--- src/rtl/mem_dump_pkg.sv ---
// -----------------------------------------------------------------------------
// mem_dump_pkg
// Shared definitions for the RAM readback engine: default parameter values and
// the state encoding of the dump FSM.
// -----------------------------------------------------------------------------
package mem_dump_pkg;

  localparam int DEF_ADDR_W     = 16;
  localparam int DEF_WORD_BYTES = 4;
  localparam int DEF_CNT_W      = 16;

  typedef enum logic [2:0] {
    IDLE    = 3'd0,
    READ    = 3'd1,
    CAPTURE = 3'd2,
    EMIT    = 3'd3,
    DONE    = 3'd4
  } state_e;

endpackage

--- src/rtl/mem_dump_unit_word_assembler.sv ---
// -----------------------------------------------------------------------------
// word_assembler
// Builds a little-endian word one byte lane at a time.
// Ports:
//   clk, rst_n  clock / asynchronous active-low reset
//   clr         clear every lane to zero (takes priority over wr_en)
//   wr_en       write wr_byte into lane lane_idx
//   lane_idx    target byte lane (0 = bits [7:0])
//   wr_byte     byte to store
//   word        current assembled word; lanes hold their value otherwise
// -----------------------------------------------------------------------------
module word_assembler #(
  parameter int WORD_BYTES = 4,
  parameter int IDX_W      = 2
) (
  input  logic                    clk,
  input  logic                    rst_n,
  input  logic                    clr,
  input  logic                    wr_en,
  input  logic [IDX_W-1:0]        lane_idx,
  input  logic [7:0]              wr_byte,
  output logic [8*WORD_BYTES-1:0] word
);

  for (genvar gi = 0; gi < WORD_BYTES; gi++) begin : g_lane
    logic [7:0] lane_q;
    logic [7:0] lane_d;

    always_comb begin
      lane_d = lane_q;
      if (clr) begin
        lane_d = '0;
      end else if (wr_en && (lane_idx == IDX_W'(gi))) begin
        lane_d = wr_byte;
      end
    end

    always_ff @(posedge clk or negedge rst_n) begin
      if (!rst_n) begin
        lane_q <= '0;
      end else begin
        lane_q <= lane_d;
      end
    end

    assign word[gi*8 +: 8] = lane_q;
  end

endmodule

--- src/rtl/mem_dump_unit.sv ---
// -----------------------------------------------------------------------------
// mem_dump_unit
// Reads a region of the byte-addressed RAM back out and streams it as
// little-endian words on a valid/ready interface. Two cycles per byte
// (READ strobe, then CAPTURE of the returned byte), then one EMIT per word.
// Ports:
//   clk, rst_n                 clock / asynchronous active-low reset
//   start, start_addr,
//   word_count                 dump request (sampled only while idle)
//   busy, done                 status; done pulses once at completion
//   mem_rd_en, mem_addr,
//   mem_rd_data                RAM read port (data valid the cycle after rd_en)
//   out_valid, out_ready,
//   out_data, out_addr,
//   out_last                   word stream; out_addr = address of byte lane 0
// -----------------------------------------------------------------------------
module mem_dump_unit
  import mem_dump_pkg::*;
#(
  parameter int ADDR_W     = DEF_ADDR_W,
  parameter int WORD_BYTES = DEF_WORD_BYTES,
  parameter int CNT_W      = DEF_CNT_W
) (
  input  logic                    clk,
  input  logic                    rst_n,
  input  logic                    start,
  input  logic [ADDR_W-1:0]       start_addr,
  input  logic [CNT_W-1:0]        word_count,
  output logic                    busy,
  output logic                    done,
  output logic                    mem_rd_en,
  output logic [ADDR_W-1:0]       mem_addr,
  input  logic [7:0]              mem_rd_data,
  output logic                    out_valid,
  input  logic                    out_ready,
  output logic [8*WORD_BYTES-1:0] out_data,
  output logic [ADDR_W-1:0]       out_addr,
  output logic                    out_last
);

  localparam int             IDX_W    = (WORD_BYTES > 1) ? $clog2(WORD_BYTES) : 1;
  localparam logic [IDX_W-1:0] LAST_IDX = IDX_W'(WORD_BYTES - 1);

  state_e             state_q, state_d;
  logic [ADDR_W-1:0]  ptr_q, ptr_d;
  logic [CNT_W-1:0]   remaining_q, remaining_d;
  logic [IDX_W-1:0]   idx_q, idx_d;
  logic               busy_q, busy_d;
  logic               done_q, done_d;
  logic               mem_rd_en_q, mem_rd_en_d;
  logic [ADDR_W-1:0]  mem_addr_q, mem_addr_d;
  logic               out_valid_q, out_valid_d;
  logic [ADDR_W-1:0]  out_addr_q, out_addr_d;
  logic               out_last_q, out_last_d;
  logic               asm_clr, asm_wr;

  always_comb begin
    state_d     = state_q;
    ptr_d       = ptr_q;
    remaining_d = remaining_q;
    idx_d       = idx_q;
    out_addr_d  = out_addr_q;
    asm_clr     = 1'b0;
    asm_wr      = 1'b0;

    unique case (state_q)
      IDLE: begin
        if (start) begin
          if (word_count != '0) begin
            ptr_d       = start_addr;
            remaining_d = word_count;
            idx_d       = '0;
            out_addr_d  = start_addr;
            asm_clr     = 1'b1;
            state_d     = READ;
          end else begin
            state_d = DONE;
          end
        end
      end
      READ: begin
        state_d = CAPTURE;
      end
      CAPTURE: begin
        // The byte requested in READ is on mem_rd_data now.
        asm_wr = 1'b1;
        ptr_d  = ptr_q + ADDR_W'(1);
        if (idx_q == LAST_IDX) begin
          state_d = EMIT;
        end else begin
          idx_d   = idx_q + IDX_W'(1);
          state_d = READ;
        end
      end
      EMIT: begin
        if (out_ready) begin
          remaining_d = remaining_q - CNT_W'(1);
          idx_d       = '0;
          asm_clr     = 1'b1;
          // ptr already points at the next word's first byte.
          out_addr_d  = ptr_q;
          state_d     = (remaining_q == CNT_W'(1)) ? DONE : READ;
        end
      end
      DONE: begin
        state_d = IDLE;
      end
      default: begin
        state_d = IDLE;
      end
    endcase

    // Outputs are registered: derive them from the state being entered.
    busy_d      = (state_d != IDLE);
    done_d      = (state_d == DONE);
    mem_rd_en_d = (state_d == READ);
    mem_addr_d  = (state_d == READ) ? ptr_d : mem_addr_q;
    out_valid_d = (state_d == EMIT);
    out_last_d  = (state_d == EMIT) && (remaining_d == CNT_W'(1));
  end

  always_ff @(posedge clk or negedge rst_n) begin
    if (!rst_n) begin
      state_q     <= IDLE;
      ptr_q       <= '0;
      remaining_q <= '0;
      idx_q       <= '0;
      busy_q      <= 1'b0;
      done_q      <= 1'b0;
      mem_rd_en_q <= 1'b0;
      mem_addr_q  <= '0;
      out_valid_q <= 1'b0;
      out_addr_q  <= '0;
      out_last_q  <= 1'b0;
    end else begin
      state_q     <= state_d;
      ptr_q       <= ptr_d;
      remaining_q <= remaining_d;
      idx_q       <= idx_d;
      busy_q      <= busy_d;
      done_q      <= done_d;
      mem_rd_en_q <= mem_rd_en_d;
      mem_addr_q  <= mem_addr_d;
      out_valid_q <= out_valid_d;
      out_addr_q  <= out_addr_d;
      out_last_q  <= out_last_d;
    end
  end

  word_assembler #(
    .WORD_BYTES (WORD_BYTES),
    .IDX_W      (IDX_W)
  ) u_word_assembler (
    .clk      (clk),
    .rst_n    (rst_n),
    .clr      (asm_clr),
    .wr_en    (asm_wr),
    .lane_idx (idx_q),
    .wr_byte  (mem_rd_data),
    .word     (out_data)
  );

  assign busy      = busy_q;
  assign done      = done_q;
  assign mem_rd_en = mem_rd_en_q;
  assign mem_addr  = mem_addr_q;
  assign out_valid = out_valid_q;
  assign out_addr  = out_addr_q;
  assign out_last  = out_last_q;

endmodule

--- config.mk ---
export PLATFORM = sky130hd
export DESIGN_NAME = mem_dump_unit
export DESIGN_NICKNAME = d
export VERILOG_FILES = /design/src/rtl/mem_dump_pkg.sv /design/src/rtl/mem_dump_unit_word_assembler.sv /design/src/rtl/mem_dump_unit.sv
export SDC_FILE = /design/constraint.sdc
export NUM_CORES = 1
export LEC_CHECK = 0
export CORE_ASPECT_RATIO = 0.7
export CORE_MARGIN = 2
export CORE_UTILIZATION = 35
export DETAILED_ROUTE_END_ITERATION = 8
export GPL_TIMING_DRIVEN = 0
export HOLD_SLACK_MARGIN = 0.08
export PLACE_DENSITY_LB_ADDON = 0.3
export SLEW_MARGIN = 5
export SYNTH_ARGS = -nofsm -noshare
export SYNTH_HDL_FRONTEND = slang
export SYNTH_SLANG_ARGS = --single-unit
--- constraint.sdc ---
create_clock -name clk -period 4.2 [get_ports clk]
set_input_delay 0.63 -clock clk [delete_from_list [all_inputs] [get_ports clk]]
set_output_delay 0.63 -clock clk [all_outputs]
set_load 0.01 [all_outputs]
==> results.yml <==
outcome:
  status: "completed"
timing:
  slew_headroom_pct: 48.6
  rsz0062_at_grt: "false"
  hold_ws_ns: 0.273
  fin_crit_sh_pct: 82.0
  finalHoldViolCount: 0
  fin_crit_ns: 3.44
  drv_slew: 0
  fmax_mhz: 290
  finClkSkew_ns: 0.00945
  worstMarginPinSlew_ns: 0.763
  finalSetupViolations: 0
flow_run:
  max-cap-violations: 0
cts:
  worstSkewPairLatency_ns: 0.35
  post_cts_buffers: 0
  ctsResizeCount: 0
  cts_tree: "yes"
  cts.reportedPaths.clkPinSlew_ns: 0.07
  hold_buffers: 0
  cts.htree.levels: 3
  cts-buffers-inserted: 9
  clockBufferDepth: 2
  cts-root-buf: "clkbuf_16"
  clkSinkCount: 106
drt:
  avgViaCountPerCell: 5.41
  drc: 0
  wl_per_cell_um: 17.5
  finalWirelength_mm: 15.0
  drt_pass1_iterations: 5
  drt-initial-drc-count: 397
  antenna_left: 0
  vias: 4660
synthesis:
  ys_ff_latch: 106
  async_reset_ff_share_pct: 100
  synth_cells: 543
  synth_nets: 594
  synth.distinct_cells: 61
  netlist_area_sq_um: 5080
  synth_edf_count: 0
  ys.flop_type: "dfrtp_1"
  yosysWarnings: 0
  avgSynthCellArea_sq_um: 9.36
  yosysSeqAreaShare_pct: 52.2
power_and_ir_drop:
  power_frac_seq_pct: 37.1
  p_int_mw: 2.81
  power_density_nw_per_um2: 705
  vdd_drop_max_v: 0.000337
  leakage_nw: 2.80
  combPwrFrac_pct: 46.1
  sw_frac_of_total_pct: 40.9
  switchingPower_mw: 1.95
  power_mw: 4.76
  p_clk_share_pct: 16.8
finish:
  nets: 718
  finalInstanceArea_sq_um: 6740
  antennaDiodeCount: 0
  fin_util_pct: 48.0
  drive_above_1_share_pct: 5.66
  areaGrowthSynthToFinish_pct: 32.6
grt:
  antenna_found_initial: 0
  grt_pass1_wl_mm: 24.3
  grt-ovfl-total: 0
  track_usage_pct: 19.8
  grt_max_degree: 66
  grt_pass1_vias: 4511
placed_design:
  placed_cell_area_sq_um: 6470
  gp_congestion: 0.890
  hpwl_mm: 11.2
  port_buffers: 112
floorplanning:
  die_height_um: 105
  die_w_um: 148
  rows: 36
  placeableCoreArea_sq_um: 14100
  io_pins: 113
  initial_core_util_pct: 36.2
  die-area_sq_um: 15500
critical_path:
  crit_path_max_fanout: 10
  rrSetupSlack_ns: 1.14
  reg2reg_from: "state_q[2]$_DFF_PN0_"
  critPathCaptureType: "flop"
  worst_ep_required_time_ns: 4.43
  ff2ff_path_depth: 9
  timing.rr.end: "out_last$_DFF_PN0_"
  start_kind: "input port"
  arrival_ns: 3.68
  worstSetupPathType: "in2reg"
worst_hold_path:
  worstHoldPathType: "in2async"
metrics by stage:
stage / setup WS, ns / setup TNS, ns / std cells
after floorplan: 1.52 / 0 / 543
after global placement: -1.46 / -153.61 / 845
after detailed placement: 0.459 / 0 / 846
after CTS: 0.763 / 0 / 861
after global routing: 0.504 / 0 / 861
final: 0.756 / 0 / 861
cells in the mapped netlist (5+ instances only):
master    number  area share, %
nand2_1      138             10
dfrtp_1      106             52
a21oi_1       41            4.0
nor2_1        40            3.0
o21ai_0       22            2.2
a31oi_1       18            2.2
clkbuf_1      18            1.3
and3_1        11            1.4
mux2_1        11            2.4
nand3_1       11            1.1
a22oi_1       10            1.5
inv_1          9           0.66
o211ai_1       8            1.2
buf_1          7           0.52
ha_1           7            1.7
nand2b_1       6           0.74
mux2_2         5            1.1
how the worst max path moves through the flow:
| stage | startpoint | to | slack [ns] | cells past startpoint |
|---|---|---|---|---|
| floorplan | remaining_q[6]$_DFF_PN0_ | mem_addr[10]$_DFFE_PN0P_ | 1.52 | 8 |
| global placement | rst_n | u_word_assembler.g_lane[2].lane_q[1]$_DFFE_PN0P_ | -1.46 | 1 |
| detailed placement | word_count[12] | mem_addr[8]$_DFFE_PN0P_ | 0.46 | 8 |
| CTS | word_count[12] | out_last$_DFF_PN0_ | 0.76 | 9 |
| global route | word_count[13] | out_last$_DFF_PN0_ | 0.50 | 9 |
| finish | word_count[12] | out_last$_DFF_PN0_ | 0.76 | 9 |
power by group through the flow:
stage | sequential [mW] | clock (mW) | combinational, mW
floorplan | 1.80 | 0 | 1.16
global placement | 1.76 | 0 | 2.13
detailed placement | 1.77 | 0 | 2.18
CTS | 1.75 | 0.820 | 2.19
global route | 1.81 | 0.861 | 2.41
finish | 1.76 | 0.800 | 2.19
cell families (layout without fill, tap and decap cells):
group	count (synthesis)	in the layout	synth area share, %
mux	20	20	4.33
compound gates	121	121	14.9
flops	106	106	52.2
buf+inv	38	166	3.00
simple gates	248	248	23.4
fa+ha+maj	7	7	1.72
xor+xnor	3	3	0.517
metal layers:
layer | GRT usage, % | vias to the layer above | wire, um | part of all wire, %
met1 | 28.5 | 2245 | 7090 | 47
li1 | - | 2165 | - | -
met4 | 6.33 | 0 | 290 | 1.9
met5 | 0 | - | 0 | 0
met2 | 29.5 | 224 | 6520 | 43
met3 | 4.41 | 26 | 1140 | 7.6
placed cells by master, fill, tap and decap left out, types with 4 or more instances in the layout:
cell type and n:
or4_1 4, nor3_1 4, nand2b_1 6, nor4_1 4, ha_1 7, clkbuf_1 18, nand4_1 4, a31oi_1 18
buf_1 7, a22oi_1 10, clkdlybuf4s50_1 111, inv_1 9, o21ai_0 22, o211ai_1 8, mux2i_1 4, a21oi_1 41
clkbuf_16 9, nand3_1 11, nor2_1 40, a31o_1 4, dfrtp_1 106, nand2_1 138, or3_1 4, mux2_1 11
mux2_2 5, and3_1 11
layout make-up:
class                           instances  area, sq um
Fill cell                            1299         7310
Sequential cell                       106         2650
Multi-Input combinational cell        399         2280
Timing Repair Buffer                  113         1150
Tap cell                              190          238
Clock buffer                            9          225
Buffer                                 28          115
Clock inverter                          6         50.0
Inverter                               10         37.5
sequential cells by signal, indices dropped and copies added, names as in the netlist:
signal / flops
u_word_assembler.g_lane.lane_q: 32
mem_addr: 16
out_addr: 16
ptr_q: 16
remaining_q: 16
state_q: 3
idx_q: 2
busy: 1
done: 1
mem_rd_en: 1
out_last: 1
out_valid: 1
worst max-delay path: stages:
cell             delay [ns]
clkdlybuf4s50_1        0.50
nor4_1                 0.09
a41oi_1                0.58
nand2_1                0.21
clkbuf_1               0.31
o211ai_1               0.18
o311ai_0               0.29
or4_1                  0.61
nor4_2                 0.28
Power figures use the tool's default switching activity.
